### config.mk
export PLATFORM = sky130hd
export DESIGN_NAME = program_loader
export DESIGN_NICKNAME = d
export VERILOG_FILES = /design/src/rtl/program_loader.sv
export SDC_FILE = /design/constraint.sdc
export NUM_CORES = 1
export LEC_CHECK = 0
export ABC_AREA = 1
export BUFFER_PORTS_ARGS = -buffer_cell sky130_fd_sc_hd__buf_2
export CAP_MARGIN = 20
export CORE_ASPECT_RATIO = 0.8
export CORE_UTILIZATION = 40
export DETAILED_ROUTE_END_ITERATION = 7
export GPL_TIMING_DRIVEN = 0
export PLACE_DENSITY = 0.71
export SLEW_MARGIN = 25
export SYNTH_ARGS = -nofsm -noshare
export SYNTH_HDL_FRONTEND = slang
export SYNTH_SLANG_ARGS = --single-unit
### constraint.sdc
create_clock -name clk -period 4 [get_ports clk]
set_clock_uncertainty 0.05 [all_clocks]
set_input_delay 0 -clock clk [delete_from_list [all_inputs] [get_ports clk]]
set_output_delay 0 -clock clk [all_outputs]
set_load 0.01 [all_outputs]
### src/rtl/program_loader.sv
// rtl/program_loader.sv - boot sequencer that streams instruction words into CPU memory, then releases the CPU
//
// Optional feature macro: RUN_TIMEOUT_EN (bounds the RUN state to RUN_CYCLES cycles).
//
// Ports:
//   clk       in   rising-edge clock
//   reset     in   asynchronous active-low reset
//   start     in   level, accepted only in IDLE; begins a load of prog_len words
//   prog_len  in   number of words to load, captured on start accept
//   in_valid  in   input word valid
//   in_data   in   instruction word
//   in_ready  out  high only in FETCH; word taken on in_valid & in_ready
//   stop      in   ends RUN
//   addrIn    out  instruction-memory byte address
//   dataTemp  out  instruction word
//   wrIn      out  one-cycle write strobe
//   go_contr  out  CPU run enable (high in RUN)
//   busy      out  high outside IDLE
//   done      out  one-cycle pulse in FIN
//   timeout   out  sticky run-budget expiry flag, cleared on start accept
module program_loader #(
    parameter int unsigned     WIDTH      = 32,
    parameter int unsigned     CNT_W      = 16,
    parameter logic [WIDTH-1:0] BASE_ADDR = '0,
    parameter int unsigned     GO_DELAY   = 2,
    parameter int unsigned     RUN_CYCLES = 830
) (
    input  logic             clk,
    input  logic             reset,
    input  logic             start,
    input  logic [CNT_W-1:0] prog_len,
    input  logic             in_valid,
    input  logic [WIDTH-1:0] in_data,
    output logic             in_ready,
    input  logic             stop,
    output logic [WIDTH-1:0] addrIn,
    output logic [WIDTH-1:0] dataTemp,
    output logic             wrIn,
    output logic             go_contr,
    output logic             busy,
    output logic             done,
    output logic             timeout
);

    typedef enum logic [2:0] {
        IDLE, FETCH, SETUP, STROBE, HOLD, GAP, RUN, FIN
    } state_t;

    state_t           state_q, state_d;
    logic [CNT_W-1:0] len_q, len_d;
    logic [CNT_W-1:0] cnt_q, cnt_d;
    logic [WIDTH-1:0] addr_q, addr_d;
    logic [WIDTH-1:0] addr_in_q, addr_in_d;
    logic [WIDTH-1:0] data_q, data_d;
    logic [31:0]      tmr_q, tmr_d;
    logic             timeout_q, timeout_d;
    logic             in_ready_q, wr_q, go_q, busy_q, done_q;

`ifndef RUN_TIMEOUT_EN
    logic unused_run_cycles;
    assign unused_run_cycles = ^RUN_CYCLES;
`endif

    always_comb begin
        state_d   = state_q;
        len_d     = len_q;
        cnt_d     = cnt_q;
        addr_d    = addr_q;
        addr_in_d = addr_in_q;
        data_d    = data_q;
        tmr_d     = tmr_q;
        timeout_d = timeout_q;
        case (state_q)
            IDLE: begin
                if (start) begin
                    len_d     = prog_len;
                    addr_d    = BASE_ADDR;
                    cnt_d     = '0;
                    timeout_d = 1'b0;
                    state_d   = (prog_len == '0) ? FIN : FETCH;
                end
            end
            FETCH: begin
                // in_ready_q is high throughout FETCH, so this is the handshake.
                if (in_valid && in_ready_q) begin
                    data_d    = in_data;
                    addr_in_d = addr_q;
                    state_d   = SETUP;
                end
            end
            SETUP:  state_d = STROBE;
            STROBE: state_d = HOLD;
            HOLD: begin
                // Adding 4 keeps the low two address bits as they were in BASE_ADDR.
                addr_d = addr_q + WIDTH'(4);
                cnt_d  = cnt_q + CNT_W'(1);
                if ((cnt_q + CNT_W'(1)) == len_q) begin
                    tmr_d   = '0;
                    state_d = GAP;
                end else begin
                    state_d = FETCH;
                end
            end
            GAP: begin
                if (tmr_q == 32'(GO_DELAY - 1)) begin
                    tmr_d   = '0;
                    state_d = RUN;
                end else begin
                    tmr_d = tmr_q + 32'd1;
                end
            end
            RUN: begin
`ifdef RUN_TIMEOUT_EN
                // Expiry wins the flag even when stop arrives in the same cycle.
                if (tmr_q == 32'(RUN_CYCLES - 1)) begin
                    timeout_d = 1'b1;
                    state_d   = FIN;
                end else begin
                    tmr_d = tmr_q + 32'd1;
                    if (stop) state_d = FIN;
                end
`else
                if (stop) state_d = FIN;
`endif
            end
            FIN:     state_d = IDLE;
            default: state_d = IDLE;
        endcase
    end

    // Strobes are registered from the next state so they line up with the state they belong to.
    always_ff @(posedge clk or negedge reset) begin
        if (!reset) begin
            state_q    <= IDLE;
            len_q      <= '0;
            cnt_q      <= '0;
            addr_q     <= BASE_ADDR;
            addr_in_q  <= BASE_ADDR;
            data_q     <= '0;
            tmr_q      <= '0;
            timeout_q  <= 1'b0;
            in_ready_q <= 1'b0;
            wr_q       <= 1'b0;
            go_q       <= 1'b0;
            busy_q     <= 1'b0;
            done_q     <= 1'b0;
        end else begin
            state_q    <= state_d;
            len_q      <= len_d;
            cnt_q      <= cnt_d;
            addr_q     <= addr_d;
            addr_in_q  <= addr_in_d;
            data_q     <= data_d;
            tmr_q      <= tmr_d;
            timeout_q  <= timeout_d;
            in_ready_q <= (state_d == FETCH);
            wr_q       <= (state_d == STROBE);
            go_q       <= (state_d == RUN);
            busy_q     <= (state_d != IDLE);
            done_q     <= (state_d == FIN);
        end
    end

    assign in_ready = in_ready_q;
    assign addrIn   = addr_in_q;
    assign dataTemp = data_q;
    assign wrIn     = wr_q;
    assign go_contr = go_q;
    assign busy     = busy_q;
    assign done     = done_q;
    assign timeout  = timeout_q;

endmodule

## Word level (Yosys, flattened, before mapping)

Cells that the tools add are included.

| operators by class | value |
|---|---|
| reduce and logical (&&, ||, !) cells | 10 |
| mux-type cells | 14 |
| add/subtract/negate cells | 3 |
| eq/ne operators | 15 |

Operators with widths:

| kind | count |
|---|---|
| 32-bit case mux with 2 select lines | 2 |
| 32-bit two-way mux | 3 |
| 32-bit by 1-bit adder with 32-bit output (second input constant) | 1 |
| 32-bit by 3-bit adder with 32-bit output (second input constant) | 1 |
| 32-bit by 1-bit == test with 1-bit output (second input constant) | 1 |
| 16-bit case mux with 2 select lines | 1 |
| 3-bit case mux with 8 select lines | 1 |
| 3-bit == test (second input constant) | 6 |
| 3-bit two-way mux | 6 |
| 16-bit by 1-bit adder with 16-bit output (second input constant) | 1 |
| 16-bit == test | 1 |
| 16-bit logical NOT | 1 |
| 16-bit two-way mux | 1 |
| 3-bit by 2-bit == test with 1-bit output (second input constant) | 3 |
| 2-bit AND reduction | 4 |
| 3-bit by 1-bit == test with 1-bit output (second input constant) | 2 |
| 2-bit != test (second input constant) | 2 |
| 2-bit nonzero test | 2 |
| 3-bit logical NOT | 1 |
| 3-bit nonzero test | 1 |
| 1-bit logical AND | 1 |

| storage, ports and cells | value |
|---|---|
| register bits | 168 |
| word-level logic and storage cells | 54 |
| output and inout port bits | 70 |
| input bits | 53 |

## Longest topological paths before layout

| logic depth | value |
|---|---|
| depth in word-level cells | 5 |
| mapped depth | 15 |
| gate-level depth less buffers | 14 |

## Worst setup path after synthesis

Ideal clock, no wire load.

| timing path | value |
|---|---|
| path kind | register to register |
| from | register cnt_q[0] |
| to | register tmr_q[16] |
| required time | 3.815 ns |
| buffers on the path | 1 |
| clock period less this slack | 1.973 ns |
| cell stages (with the launch flop) | 14 |
| data arrival time | 1.788 ns |
| slack | 2.027 ns |
| library setup time | 0.135 ns |
| cell sequence | dfrtp_1 ha_1 nand2_1 nor2_2 nand3_1 nand2_1 nand3_1 nand2_1 nand2_1 nor2_1 nand3_1 nand2_2 buf_4 o22ai_1 |

| between the ends | value |
|---|---|
| cells in the longest elaborated chain, start to end | 4 |

Ends and longest elaborated chain:

| item | RTL line | source |
|---|---|---|
| start: declaration | 51 | `logic [CNT_W-1:0] cnt_q, cnt_d;` |
| start signal: assignment | 150 | `cnt_q <= cnt_d;` |
| 16-bit by 1-bit adder with 16-bit output | 97 | `if ((cnt_q + CNT_W'(1)) == len_q) begin` |
| 16-bit == test | 97 |  |
| 2-bit != test (no source line) | - |  |
| 2-bit AND reduction (no source line) | - |  |
| end signal: assignment | 154 | `tmr_q <= tmr_d;` |
| end: declaration | 55 | `logic [31:0] tmr_q, tmr_d;` |

No other way between the ends.
A chain may end at the register's enable or synchronous reset.

## Worst setup path in the final report

| timing path | value |
|---|---|
| from | register cnt_q[0] |
| to | register tmr_q[17] |

Same word-level chain as after synthesis.

==> results.txt <==
Setup crit start kind: register
Post-synthesis compound-gate area fraction: 0.102
Max layer used: met4
Clock Latency Late Sink: 440 ps
CP required: 4240 ps
Drt initial violations: 731
Overall Global Routing Usage: 0.225
Worst setup path class: register to register
Initial antenna violation count: 0
Via density: 5.28
TNS Setup: 0 ps
Yosys warns: 0
Clock slew at reported path FFs: 70 ps
Die Width: 163 um
Number of buffers created by CTS: 17
Clock Tree Root: clkbuf_16
Post-synthesis mux area share: 0.0488
Fin. max-slew vios: 0
Post-synthesis async set-or-reset flop share: 1.00
Hold crit path type: input port to register
Post-synthesis cell area: 8300 um2
Distinct cells, synth: 37
Outcome: completed
Adder-cell share of the synthesized area: 0.00603
Xor/xnor share of the synthesized area: 0.0217
DR WL/cell: 15.5 um
Drt first pass iters: 5
Synth top area cells: dfrtp_1 49%, nand2_1 8.9%, inv_1 6.0%, nand3_1 5.4%, mux2_2 4.9%
Lkg Pwr: 4.78 nW
Gpl congestion: 0.895
Port Buffer Count: 119
FMAX: 376 MHz
Routed vias: 7753
Final wirelength: 22.8 mm
Cell area power density: 531 nW/um2
Dpl ws: 1400 ps
Critical Path Sink Type: register
Vias in the first global route: 7341
First-pass GRT wire length: 37.3 mm
Met1 WL: 10.8 mm
Setup ws final: 1340 ps
Wire length on met3: 1.68 mm
Period utilization: 0.664
Pin count of the biggest net entering global routing: 88
Slew @ Worst Pin: 794 ps
Global route total overflow: 0
Slew margin rel.: 0.470
Die ar.: 21300 um2
Post-synthesis sequential area ratio: 0.494
Worst Path Max Fanout: 10
Top cell type's share of synthesized area: 0.494
CORE AREA: 20100 um2
Main combinational cell family by area after synthesis: simple AND/OR/NAND/NOR gates
Synth Register Bits: 164
Total clock sinks: 164
Post-CTS sizing: 0
Cell accounting for the most synthesized area: dfrtp_1
Clk buf depth: 2
Number of diodes: 0
Num rows: 46
Maximum VDD drop: 0.351 mV
Max-cap viol count: 0
DRC: 0
Post-Synthesis Cells: 1001
Post-synth top cells: 196 x nand2_1, 164 x dfrtp_1, 132 x inv_1, 89 x nand3_1, 78 x o21ai_0
Final hold vios: 0
Final nets: 1249
I/O pin count: 123
Initial Util: 0.413
CTS tree: done
Worst EP arrival: 2900 ps
DP HPWL: 16.0 mm
Max H-tree Level: 4
Endpoints failing setup: 0
Layout cells sized above 1: 0.179
Minimum clock period: 2660 ps
Syn_area_per_cell: 8.29 um2
WL met2: 9.86 mm
Post-synth EDFFs: 0
Height of the die: 131 um
Primary FF master, synth: dfrtp_1
Most frequent cell after synthesis: nand2_1
Unrepaired setup endpoints after global routing: false
Area grow syn2layout: 24.6%
Simple-gate share of the synthesized area: 0.250
Post-route ant nets: 0
[what timing repair did]
action | 4_1_cts | 5_1_grt
hold buffers | 50 | 0
hold endpoints to repair | 136 | 0
setup buffers | 0 | 0
[cells in the final DEF, fill, tap and decap left out, types with 3 or more instances in the layout]
cell type	instances
mux2_2	36
inv_6	4
conb_1	3
nor2_2	5
a31oi_1	4
nor4_1	11
nand3_1	89
o21ai_1	17
inv_1	132
dfrtp_1	164
nand3b_1	4
clkbuf_1	21
o22ai_1	25
inv_2	3
ha_1	4
xor2_1	18
o21ai_0	78
nand4_1	34
clkbuf_16	17
or2_2	5
nor3_1	33
buf_2	118
dlygate4sd3_1	50
a21oi_1	24
buf_4	5
nor2_4	3
clkinv_4	6
nand2_1	196
nor2_1	70
nand2_2	3
[state kept, by name, summed over array words and instances (netlist names)]
| name | cells |
|---|---|
| done | 1 |
| cnt_q | 16 |
| tmr_q | 32 |
| len_q | 16 |
| wrIn | 1 |
| in_ready | 1 |
| addrIn | 30 |
| state_q | 3 |
| busy | 1 |
| addr_q | 30 |
| dataTemp | 32 |
| go_contr | 1 |
[cells by family (layout without fill, tap and decap cells)]
| family | after synthesis | in the layout |
|---|---|---|
| other cells | 1 | 3 |
| mux | 36 | 36 |
| fa+ha+maj | 4 | 4 |
| simple gates | 458 | 458 |
| compound gates | 157 | 157 |
| xor+xnor | 19 | 19 |
| buf+inv | 162 | 363 |
| flops | 164 | 164 |
[metal layers]
layer | track usage | vias to the layer above
li1 | - | 3727
met1 | 0.323 | 3678
met2 | 0.342 | 305
met3 | 0.0442 | 43
met4 | 0.0715 | 0
met5 | 0 | -
[path summary, 6_finish.rpt]
path / start / end / slack (ps) / depth (start not counted)
min: stop / state_q[0] / 70 / 5
min reg2reg: addrIn[21] / addrIn[21] / 430 / 2
max reg2reg: cnt_q[0] / tmr_q[17] / 1340 / 13
min in group asynchronous: reset / dataTemp[15] / 130 / 2
max: cnt_q[0] / tmr_q[17] / 1340 / 13
max in group asynchronous: reset / addrIn[24] / 2950 / 3
[metrics by stage]
| stage | instances | util | total power [W] | hold WS [ps] | area, um2 |
|---|---|---|---|---|---|
| 2_1_floorplan | 1003 | - | 0.00320 | -346 | 8310 |
| 3_3_place_gp | 1386 | 0.460 | 0.00379 | 166 | 9240 |
| 3_5_place_dp | 1387 | 0.462 | 0.00384 | -3.02 | 9270 |
| 4_1_cts | 1468 | 0.515 | 0.00549 | 38.5 | 10300 |
| 5_1_grt | 1468 | 0.515 | 0.00580 | 111 | 10300 |
| 6_report | 1468 | 0.515 | 0.00550 | 68.8 | 10300 |
[power by group]
| group | switching, W | internal, W |
|---|---|---|
| clock network | 0.000740 | 0.000874 |
| registers | 0.000231 | 0.00205 |
| logic | 0.000955 | 0.000651 |
| total | 0.00193 | 0.00357 |
[area by class of cell]
class,instances,area [um2]
clock buffer,17,425
tap,264,330
buffer,27,128
multi-input combinational,677,3570
clock inverter,14,145
sequential,164,4100
inverter,135,507
fill,1817,9740
timing repair buffer,170,1130
[critical path: stages (launching register included)]
cell     delay (ps)
dfrtp_1         470
ha_1            240
nand2_1         110
nor2_2          280
nand2_1         120
nand3_1          80
nand3_1          70
nor2_1          130
nand3_1          90
nor2_1          100
nand3_1         230
nand2_2         220
buf_4           220
o22ai_1         100
No activity file was read; power rests on OpenSTA's default activity.
